**src/rtl/intersection_phase_scheduler_if.sv**
```systemverilog
// Signal bundle between the intersection phase scheduler and its environment.
// EMERG_PREEMPT_EN adds the emergency pre-emption inputs emerg/emerg_ns.
interface intersection_phase_scheduler_if;
  logic       tick;
  logic       car_ns;
  logic       car_ew;
  logic       ped_req;
  logic [1:0] light_ns;
  logic [1:0] light_ew;
  logic       walk;
  logic       ped_pending;
  logic [2:0] phase;
`ifdef EMERG_PREEMPT_EN
  logic       emerg;
  logic       emerg_ns;

  modport master (output tick, car_ns, car_ew, ped_req, emerg, emerg_ns,
                  input  light_ns, light_ew, walk, ped_pending, phase);
  modport slave  (input  tick, car_ns, car_ew, ped_req, emerg, emerg_ns,
                  output light_ns, light_ew, walk, ped_pending, phase);
`else
  modport master (output tick, car_ns, car_ew, ped_req,
                  input  light_ns, light_ew, walk, ped_pending, phase);
  modport slave  (input  tick, car_ns, car_ew, ped_req,
                  output light_ns, light_ew, walk, ped_pending, phase);
`endif
endinterface

```
**src/rtl/intersection_phase_scheduler.sv**
```systemverilog
// Two-approach (NS/EW) phase scheduler with demand-driven green, yellow, all-red and pedestrian walk.
// Optional emergency pre-emption is compiled in with EMERG_PREEMPT_EN.
module intersection_phase_scheduler #(
  parameter int TW        = 5,
  parameter int GREEN_MIN = 5,
  parameter int GREEN_MAX = 15,
  parameter int YELLOW_T  = 2,
  parameter int ALLRED_T  = 1,
  parameter int WALK_T    = 4
) (
  input logic                          clk,
  input logic                          rst,
  intersection_phase_scheduler_if.slave bus
);

  typedef enum logic [2:0] {
    ALL_RED = 3'd0,
    NS_G    = 3'd1,
    NS_Y    = 3'd2,
    EW_G    = 3'd3,
    EW_Y    = 3'd4,
    WALK    = 3'd5
`ifdef EMERG_PREEMPT_EN
    , PREEMPT = 3'd6
`endif
  } state_t;

  localparam logic [TW:0]   GMIN_E   = (TW+1)'(GREEN_MIN);
  localparam logic [TW:0]   YEL_E    = (TW+1)'(YELLOW_T);
  localparam logic [TW:0]   AR_E     = (TW+1)'(ALLRED_T);
  localparam logic [TW:0]   WALK_E   = (TW+1)'(WALK_T);
  localparam logic [TW-1:0] GSAT     = TW'(GREEN_MAX - 1);

  state_t        state_q, state_d;
  logic [TW-1:0] timer_q, timer_d;
  logic [TW:0]   elapsed;
  logic          last_ns_q, last_ns_d;
  logic          pend_q, pend_d;
  logic          hold_green;
  logic          emerg_ns_req, emerg_ew_req;
  logic [1:0]    light_ns_q, light_ns_d;
  logic [1:0]    light_ew_q, light_ew_d;
  logic          walk_q, walk_d;
  logic [2:0]    phase_q;

`ifdef EMERG_PREEMPT_EN
  logic pre_ns_q, pre_ns_d;
  assign emerg_ns_req = bus.emerg & bus.emerg_ns;
  assign emerg_ew_req = bus.emerg & ~bus.emerg_ns;
`else
  assign emerg_ns_req = 1'b0;
  assign emerg_ew_req = 1'b0;
`endif

  // Ticks elapsed in the current state, counting the present tick.
  assign elapsed = {1'b0, timer_q} + 1'b1;

  always_comb begin
    state_d    = state_q;
    last_ns_d  = last_ns_q;
    timer_d    = timer_q;
    hold_green = 1'b0;
`ifdef EMERG_PREEMPT_EN
    pre_ns_d   = pre_ns_q;
`endif
    if (bus.tick) begin
      case (state_q)
        NS_G: begin
          hold_green = 1'b1;
          if (emerg_ew_req ||
              (!emerg_ns_req && (bus.car_ew || pend_q) && elapsed >= GMIN_E)) begin
            state_d   = NS_Y;
            last_ns_d = 1'b1;
          end
        end
        EW_G: begin
          hold_green = 1'b1;
          if (emerg_ns_req ||
              (!emerg_ew_req && (bus.car_ns || pend_q) && elapsed >= GMIN_E)) begin
            state_d   = EW_Y;
            last_ns_d = 1'b0;
          end
        end
        NS_Y, EW_Y: begin
          if (elapsed == YEL_E) state_d = ALL_RED;
        end
        ALL_RED: begin
          if (elapsed == AR_E) begin
            if (pend_q)         state_d = WALK;
            else if (last_ns_q) state_d = EW_G;
            else                state_d = NS_G;
`ifdef EMERG_PREEMPT_EN
            if (bus.emerg) begin
              state_d  = PREEMPT;
              pre_ns_d = bus.emerg_ns;
            end
`endif
          end
        end
        WALK: begin
          if (emerg_ns_req || emerg_ew_req) state_d = ALL_RED;
          else if (elapsed == WALK_E)       state_d = last_ns_q ? EW_G : NS_G;
        end
`ifdef EMERG_PREEMPT_EN
        PREEMPT: begin
          hold_green = 1'b1;
          if (!bus.emerg) begin
            state_d   = pre_ns_q ? NS_Y : EW_Y;
            last_ns_d = pre_ns_q;
          end
        end
`endif
        default: state_d = ALL_RED;
      endcase

      // Green-type states may rest indefinitely, so their timer saturates.
      if (state_d != state_q)                 timer_d = '0;
      else if (hold_green && timer_q == GSAT) timer_d = timer_q;
      else                                    timer_d = timer_q + 1'b1;
    end
  end

  // A request arriving on the WALK-entry cycle is considered served.
  assign pend_d = (pend_q | bus.ped_req) & ~(state_d == WALK && state_q != WALK);

  always_comb begin
    light_ns_d = 2'b00;
    light_ew_d = 2'b00;
    walk_d     = 1'b0;
    case (state_d)
      NS_G:    light_ns_d = 2'b10;
      NS_Y:    light_ns_d = 2'b01;
      EW_G:    light_ew_d = 2'b10;
      EW_Y:    light_ew_d = 2'b01;
      WALK:    walk_d     = 1'b1;
`ifdef EMERG_PREEMPT_EN
      PREEMPT: begin
        if (pre_ns_d) light_ns_d = 2'b10;
        else          light_ew_d = 2'b10;
      end
`endif
      default: ;
    endcase
  end

  always_ff @(posedge clk or posedge rst) begin
    if (rst) begin
      state_q    <= ALL_RED;
      timer_q    <= '0;
      last_ns_q  <= 1'b0;
      pend_q     <= 1'b0;
      light_ns_q <= 2'b00;
      light_ew_q <= 2'b00;
      walk_q     <= 1'b0;
      phase_q    <= 3'd0;
`ifdef EMERG_PREEMPT_EN
      pre_ns_q   <= 1'b0;
`endif
    end else begin
      state_q    <= state_d;
      timer_q    <= timer_d;
      last_ns_q  <= last_ns_d;
      pend_q     <= pend_d;
      light_ns_q <= light_ns_d;
      light_ew_q <= light_ew_d;
      walk_q     <= walk_d;
      phase_q    <= state_d;
`ifdef EMERG_PREEMPT_EN
      pre_ns_q   <= pre_ns_d;
`endif
    end
  end

  assign bus.light_ns    = light_ns_q;
  assign bus.light_ew    = light_ew_q;
  assign bus.walk        = walk_q;
  assign bus.ped_pending = pend_q;
  assign bus.phase       = phase_q;

endmodule
```
**src/flat_wrapper.sv**
```systemverilog
// flat-port wrapper written by rule: the top's interface ports become plain ports
module intersection_phase_scheduler_flat 
#(
  parameter int TW        = 5,
  parameter int GREEN_MIN = 5,
  parameter int GREEN_MAX = 15,
  parameter int YELLOW_T  = 2,
  parameter int ALLRED_T  = 1,
  parameter int WALK_T    = 4
)
  (clk, rst, bus_tick, bus_car_ns, bus_car_ew, bus_ped_req, bus_light_ns, bus_light_ew, bus_walk, bus_ped_pending, bus_phase);
  intersection_phase_scheduler_if bus_i ();
  input logic clk;
  input logic rst;
  input wire logic [$bits(bus_i.tick)-1:0] bus_tick;
  input wire logic [$bits(bus_i.car_ns)-1:0] bus_car_ns;
  input wire logic [$bits(bus_i.car_ew)-1:0] bus_car_ew;
  input wire logic [$bits(bus_i.ped_req)-1:0] bus_ped_req;
  output wire logic [$bits(bus_i.light_ns)-1:0] bus_light_ns;
  output wire logic [$bits(bus_i.light_ew)-1:0] bus_light_ew;
  output wire logic [$bits(bus_i.walk)-1:0] bus_walk;
  output wire logic [$bits(bus_i.ped_pending)-1:0] bus_ped_pending;
  output wire logic [$bits(bus_i.phase)-1:0] bus_phase;
  assign bus_i.tick = bus_tick;
  assign bus_i.car_ns = bus_car_ns;
  assign bus_i.car_ew = bus_car_ew;
  assign bus_i.ped_req = bus_ped_req;
  assign bus_light_ns = bus_i.light_ns;
  assign bus_light_ew = bus_i.light_ew;
  assign bus_walk = bus_i.walk;
  assign bus_ped_pending = bus_i.ped_pending;
  assign bus_phase = bus_i.phase;
  intersection_phase_scheduler #(.TW(TW), .GREEN_MIN(GREEN_MIN), .GREEN_MAX(GREEN_MAX), .YELLOW_T(YELLOW_T), .ALLRED_T(ALLRED_T), .WALK_T(WALK_T)) u_core (.clk(clk), .rst(rst), .bus(bus_i));
endmodule
```
**config.mk**
```make
export PLATFORM = sky130hd
export DESIGN_NAME = intersection_phase_scheduler_flat
export DESIGN_NICKNAME = d
export VERILOG_FILES = /design/src/rtl/intersection_phase_scheduler_if.sv /design/src/rtl/intersection_phase_scheduler.sv /design/src/flat_wrapper.sv
export SDC_FILE = /design/constraint.sdc
export NUM_CORES = 1
export LEC_CHECK = 0
export ABC_AREA = 1
export BUFFER_PORTS_ARGS = -buffer_cell sky130_fd_sc_hd__buf_4
export CAP_MARGIN = 25
export CORE_MARGIN = 1.5
export CORE_UTILIZATION = 54
export CTS_BUF_LIST = sky130_fd_sc_hd__clkbuf_4
export DETAILED_ROUTE_END_ITERATION = 10
export GPL_ROUTABILITY_DRIVEN = 1
export PLACE_DENSITY = 0.82
export SLEW_MARGIN = 15
export SYNTH_ARGS = -nofsm -noshare
export SYNTH_HDL_FRONTEND = slang
export SYNTH_SLANG_ARGS = --single-unit
```
**constraint.sdc**
```tcl
create_clock -name clk -period 2 [get_ports clk]
set_input_delay 0.2 -clock clk [delete_from_list [all_inputs] [get_ports clk]]
set_output_delay 0.2 -clock clk [all_outputs]
set_load 0.02 [all_outputs]
```
==> results of run 1 <==
how the worst min path moves through the flow:
| stage | startpoint | endpoint | slack (ns) | depth (start not counted) |
|---|---|---|---|---|
| finish | bus_ped_req | u_core.bus.ped_pending | 0.22 | 4 |
| global route | bus_ped_req | u_core.bus.ped_pending | 0.22 | 4 |
| CTS | bus_ped_req | u_core.bus.ped_pending | 0.21 | 4 |
| detailed placement | rst | u_core.timer_q[4] | 0.29 | 2 |
| global placement | rst | u_core.timer_q[4] | 0.28 | 2 |
| floorplan | rst | u_core.bus.light_ew[0] | 0.10 | 1 |
metrics by stage:
step	total power [W]	hold slack (ns)	cells	instance area (sq um)
6_report	0.00201	0.215	223	1660
5_1_grt	0.00216	0.218	223	1660
4_1_cts	0.00182	0.215	220	1500
3_5_place_dp	0.00163	0.293	214	1430
3_3_place_gp	0.00157	0.275	214	1430
2_1_floorplan	0.00126	0.101	165	1240
flip-flops by register name, summed over array words and instances (netlist names):
signal,count
u_core.timer_q,5
u_core.state_q,3
u_core.bus.light_ew,2
u_core.bus.light_ns,2
u_core.bus.ped_pending,1
u_core.bus.walk,1
u_core.last_ns_q,1
routing by layer:
metal | vias to the layer above | wire [um] | global-route usage (%) | share of wire, %
li1 | 588 | - | - | -
met1 | 585 | 1400 | 28.1 | 44
met2 | 33 | 1610 | 44.4 | 51
met3 | 12 | 83 | 2.92 | 2.6
met4 | 0 | 89 | 14.0 | 2.8
met5 | - | 0 | 0 | 0
critical path: stages, from the launching register on:
cell and delay (ns):
dfrtp_1 0.44, ha_4 0.20, nand2_2 0.10, nand2_4 0.07, buf_4 0.13, nor2_1 0.15
nand3_2 0.14, nand3_4 0.11, nand3_4 0.09, nand2_1 0.07, nand2_1 0.06, nor2_2 0.15
nand3_2 0.11, nand2_4 0.08, nand2_1 0.06, nand2_1 0.06
cell families after synthesis:
group	after synthesis	share of synthesized area, %
AND/OR/NAND/NOR	109	50.5
buffers and inverters	30	10.1
flip-flops	15	30.2
AO/OA/AOI/OAI	7	5.14
adder cells (fa/ha/maj)	4	4.03
power by group:
group | internal, W | total, W | switching (W)
Combinational | 0.000535 | 0.00137 | 0.000840
Clock | 0.0000739 | 0.000165 | 0.0000906
Sequential | 0.000389 | 0.000476 | 0.0000865
layout make-up:
cell class | count | area (sq um) | area share, %
multi-input combinational | 120 | 888 | 53.6
sequential | 15 | 377 | 22.7
timing repair buffer | 28 | 224 | 13.5
inverter | 28 | 106 | 6.42
tap | 28 | 35.0 | 2.11
clock buffer | 3 | 22.5 | 1.36
clock inverter | 1 | 5.00 | 0.302
Yosys cell counts:
| master | number | area, sq um |
|---|---|---|
| nor2_8 | 1 | 20.0 |
| ha_1 | 4 | 50.1 |
| or2_2 | 3 | 18.8 |
| a21oi_1 | 1 | 5.00 |
| o21ai_4 | 1 | 16.3 |
| a21boi_4 | 1 | 18.8 |
| nand2_4 | 2 | 22.5 |
| nand3_4 | 2 | 35.0 |
| nor3_1 | 2 | 10.0 |
| nand2_2 | 5 | 31.3 |
| or2_1 | 1 | 6.26 |
| nor3_2 | 1 | 10.0 |
| nor2_2 | 4 | 25.0 |
| buf_4 | 1 | 7.51 |
| dfrtp_1 | 15 | 375 |
| clkinv_2 | 1 | 5.00 |
| nor2_1 | 13 | 48.8 |
| inv_1 | 25 | 93.8 |
| nor2_4 | 2 | 22.5 |
| o21a_2 | 1 | 8.76 |
| nand3_1 | 11 | 55.1 |
| o21ai_0 | 1 | 5.00 |
| buf_6 | 1 | 11.3 |
| nand2_1 | 41 | 154 |
| o21ai_1 | 2 | 10.0 |
| nand4_1 | 12 | 75.1 |
| inv_2 | 2 | 7.51 |
| nand4_2 | 1 | 12.5 |
| nand3_2 | 8 | 80.1 |
what timing repair did:
item | CTS | global route
pin swaps | 5 | 12
hold endpoints to repair | 15 | 0
buffers inserted | 1 | 3
hold buffers | 1 | 0
gates resized for setup | 9 | 32
setup endpoints to repair | 9 | 12
==> flow_metrics.tcl, run 1 <==
set metrics [dict create \
    status "complete, but fails checks" \
    violations "negative setup slack" \
    die_w_um 50.9 \
    htree_levels 1 \
    critPathArrivalTime_ns 2.29 \
    rows 17 \
    synth_nets 175 \
    reg2reg_from "u_core.timer_q[1]" \
    dp_hpwl_um 2330 \
    hold_class "input port to flop" \
    drc 0 \
    maxSlewViolCount 0 \
    critPathLaunchType "flop" \
    setup_tns_ns -0.401 \
    grt_overflow 0 \
    cts_buffer_depth 2 \
    min_period_ns 2.08 \
    start_util_pct 56.7 \
    synthDistinctLibCells 29 \
    rrSetupSlack_ns -0.08 \
    finalWorstSetupSlack_ns -0.0777 \
    maxCapViolCount 0 \
    required_ns 2.21 \
    final_antenna_net_count 0 \
    p_leak_nw 0.857 \
    setup_viol_count_final 8 \
    layout_common_cells "33 x nand2_1, 24 x buf_4, 20 x inv_1" \
    crit_type "flop to flop" \
    antenna_found_initial 0 \
    grt_pass1_vias 1185 \
    grt_pass1_wl_um 4920 \
    via_per_inst 5.46 \
    clock_latency_ns 0.27 \
    maxSlewHeadroom_pct 62.7 \
    crit_path_end "u_core.timer_q[1]" \
    grt_start_max_net_pins 16 \
    coreArea_sq_um 2190 \
    clock-sinks 15 \
    design.die.area_sq_um 2590 \
    rr_worst_depth 15 \
    dp_slack_ns -0.0734 \
    ir_worst_vdd_mv 0.964 \
    startpoint "u_core.timer_q[1]" \
    first_pass_iters 4 \
    avgSynthCellArea_sq_um 7.52 \
    gp_congestion 0.867 \
    routed_wl_um 3180 \
    fp.dieH_um 50.9 \
    fmax_mhz 481 \
    post_drt_wl_per_cell_um 14.3 \
    end_kind "flop" \
    fin_skew_ns 0.00890 \
    nNetsFinal 206 \
    synthCells 165 \
    drt_first_iter_violations 24 \
    drive_gt1_share_pct 46.7 \
    critPathMaxFanout 5 \
    antenna_cells 0 \
    grt_setup_unrepaired "yes" \
    track_usage_pct 24.7 \
    ios 15 \
    final_common_cell "nand2_1" \
    cts_inserted_buffers 3 \
    cts_root_buffer "clkbuf_4" \
    tritoncts "yes" \
    clk_pin_slew_ns 0.08 \
    worstMarginPinSlew_ns 0.559 \
    power_density_nw_per_um2 1220 \
    utilization_pct 75.7 \
    syn_area_sq_um 1240 \
    num-fill-cells 148 \
    vias 1218 \
    ys_warn_count 0 \
    fin_crit_sh_pct 104 \
    synth-seq-cells 15 \
    hold_viol 0 \
    yosysSeqAreaShare_pct 30.2 \
    rr_endpoint "u_core.timer_q[1]" \
    syn_to_final_growth_pct 33.6 \
    port_buffers 14 \
]
Power figures use the tool's default switching activity.
==> run 2, diff against run 1 <==
--- a/config.mk
+++ b/config.mk
@@ -9,11 +9,12 @@
 export BUFFER_PORTS_ARGS = -buffer_cell sky130_fd_sc_hd__buf_4
 export CAP_MARGIN = 25
 export CORE_MARGIN = 1.5
-export CORE_UTILIZATION = 54
+export CORE_UTILIZATION = 55
 export CTS_BUF_LIST = sky130_fd_sc_hd__clkbuf_4
 export DETAILED_ROUTE_END_ITERATION = 10
 export GPL_ROUTABILITY_DRIVEN = 1
-export PLACE_DENSITY = 0.82
+export PLACE_DENSITY = 0.8
+export SETUP_SLACK_MARGIN = 0.3
 export SLEW_MARGIN = 15
 export SYNTH_ARGS = -nofsm -noshare
 export SYNTH_HDL_FRONTEND = slang
==> constraint.sdc (replaced) <==
create_clock -name clk -period 2.36 [get_ports clk]
set_input_delay 0.236 -clock clk [delete_from_list [all_inputs] [get_ports clk]]
set_output_delay 0.236 -clock clk [all_outputs]
set_load 0.02 [all_outputs]
==> run 2 against run 1 <==
Compared with the run above: the run now ends clean; design area fell by 2.7%; worst hold slack better by 0.017 ns; non-clock buffer count fell by 3; setup slack improved by 0.35 ns; flip-flop and latch count stayed put; first-iteration DRC count down 29%; wire length down 1.7%; core utilization shrank 1.3 points; register-to-register slack improved by 0.35 ns; clock-buffer cell count up 1; cell count fell by 1.3%; critical path type unchanged; largest cell class unchanged.
==> flow_metrics.tcl, run 2 (synthesis gave the netlist of run 1 again) <==
set metrics [dict create \
    antenna_found_initial 0 \
    cpMostUsedCell "nand2_1" \
    rows 17 \
    reg_top3 "u_core.timer_q x5, u_core.state_q x3" \
    routed_wl_um 3130 \
    track_usage_pct 24.5 \
    nNetsFinal 203 \
    critPathLaunchType "flop" \
    largest_reg_flops 5 \
    maxSlewViolCount 0 \
    dp_slack_ns 0.152 \
    grt_setup_unrepaired "yes" \
    post_drt_wl_per_cell_um 14.2 \
    fin_crit_sh_pct 88.4 \
    worstMarginPinSlew_ns 0.538 \
    clk_pin_slew_ns 0.08 \
    fin_skew_ns 0.00366 \
    die_w_um 50.5 \
    final_cell_area_sq_um 1610 \
    drt_first_iter_violations 17 \
    multi_input_area_sq_um 867 \
    maxSlewHeadroom_pct 64.1 \
    vias 1206 \
    end_kind "flop" \
    required_ns 2.54 \
    fin_cells 220 \
    via_per_inst 5.48 \
    hold_viol 0 \
    gp_congestion 0.909 \
    htree_levels 1 \
    status "finished clean" \
    setup_viol_count_final 0 \
    power_density_nw_per_um2 1050 \
    layout_common_cells "34 x nand2_1, 23 x buf_4, 22 x inv_1" \
    fmax_mhz 479 \
    path_buf_inv 2 \
    coreArea_sq_um 2170 \
    power_w 0.00169 \
    max_stage_delay_ns 0.45 \
    fp.dieH_um 50.5 \
    cts_buffer_depth 2 \
    clock-sinks 15 \
    hold_class "input port to flop" \
    final_common_cell "nand2_1" \
    grt_start_max_net_pins 16 \
    min_period_ns 2.09 \
    final-seq-area_sq_um 380 \
    maxCapViolCount 0 \
    syn_to_final_growth_pct 29.9 \
    ios 15 \
    antenna_cells 0 \
    design.die.area_sq_um 2550 \
    finalWorstSetupSlack_ns 0.274 \
    worstPathCellList "ha_4, nand4_1, nand3_4, nor2_8, nand2_4, nand2_1, nand2_2, nand2_1, inv_1, nand3_1, o21a_2, nand3_2, nand2_1, inv_1" \
    grt_pass1_wl_um 4760 \
    num-fill-cells 164 \
    crit_family "simple AND/OR/NAND/NOR gates" \
    p_leak_nw 0.829 \
    crit_type "flop to flop" \
    critical_path.slowest_cell "dfrtp_2" \
    cts_root_buffer "clkbuf_4" \
    grt_overflow 0 \
    critPathMaxFanout 5 \
    port_buffers 14 \
    ir_worst_vdd_mv 0.935 \
    grt_pass1_vias 1081 \
    final_antenna_net_count 0 \
    dp_cells 205 \
    first_pass_iters 4 \
    drc 0 \
    setup_tns_ns 0 \
    start_util_pct 57.2 \
    dp_hpwl_um 2040 \
    drive_gt1_share_pct 45.3 \
    clock_latency_ns 0.28 \
    tritoncts "yes" \
    critPathArrivalTime_ns 2.27 \
    place_area_sq_um 1360 \
    regMostFlops "u_core.timer_q" \
    cts_inserted_buffers 3 \
]
[run 2: repair_timing]
action                                 CTS  global route
setup buffers                            3             7
pin swaps                                1            22
endpoints found under the hold margin   15             0
setup endpoints to repair               11            12
hold buffers                             1             0
gates resized for setup                  7            29
[run 2: tightest hold or removal path, stage by stage]
cell,delay [ns]
buf_4,0.07
or2_2,0.09
nand2_1,0.04
inv_1,0.05
[run 2: stage by stage]
step | utilization [%] | hold slack (ns)
2_1_floorplan | - | 0.137
3_3_place_gp | 62.8 | 0.313
3_5_place_dp | 62.8 | 0.314
4_1_cts | 66.6 | 0.228
5_1_grt | 74.3 | 0.256
6_report | 74.3 | 0.232
[run 2: metal layers]
metal	vias to the layer above	part of all wire [%]	global-route usage, %	wire length (um)
met5	-	0	0	0
met4	0	0.67	8.56	21
met3	4	4.0	1.49	125
met2	32	51	41.7	1610
met1	587	44	33.1	1370
li1	583	-	-	-
[run 2: path summary, 6_finish.rpt]
kind | endpoint | slack [ns] | cells after the start | start
worst max register to register | u_core.bus.ped_pending | 0.27 | 14 | u_core.timer_q[0]
max in group asynchronous | u_core.timer_q[2] | 1.42 | 3 | rst
worst max-delay path | u_core.bus.ped_pending | 0.27 | 14 | u_core.timer_q[0]
worst min-delay path | u_core.bus.ped_pending | 0.23 | 4 | bus_ped_req
min in group asynchronous | u_core.bus.light_ew[1] | 0.55 | 3 | rst
worst min register to register | u_core.last_ns_q | 0.55 | 2 | u_core.last_ns_q
[run 2: layout make-up]
type,count,area share (%)
Inverter,28,6.59
Timing Repair Buffer,25,12.0
Multi-Input combinational cell,120,53.8
Clock buffer,4,1.86
Tap cell,28,2.17
Sequential cell,15,23.6
[run 2: power breakdown]
group,total (W),internal (W),leakage [nW],switching [W]
Sequential,0.000415,0.000331,0.187,0.0000835
Combinational,0.00112,0.000420,0.623,0.000699
Clock,0.000153,0.0000771,0.0184,0.0000762
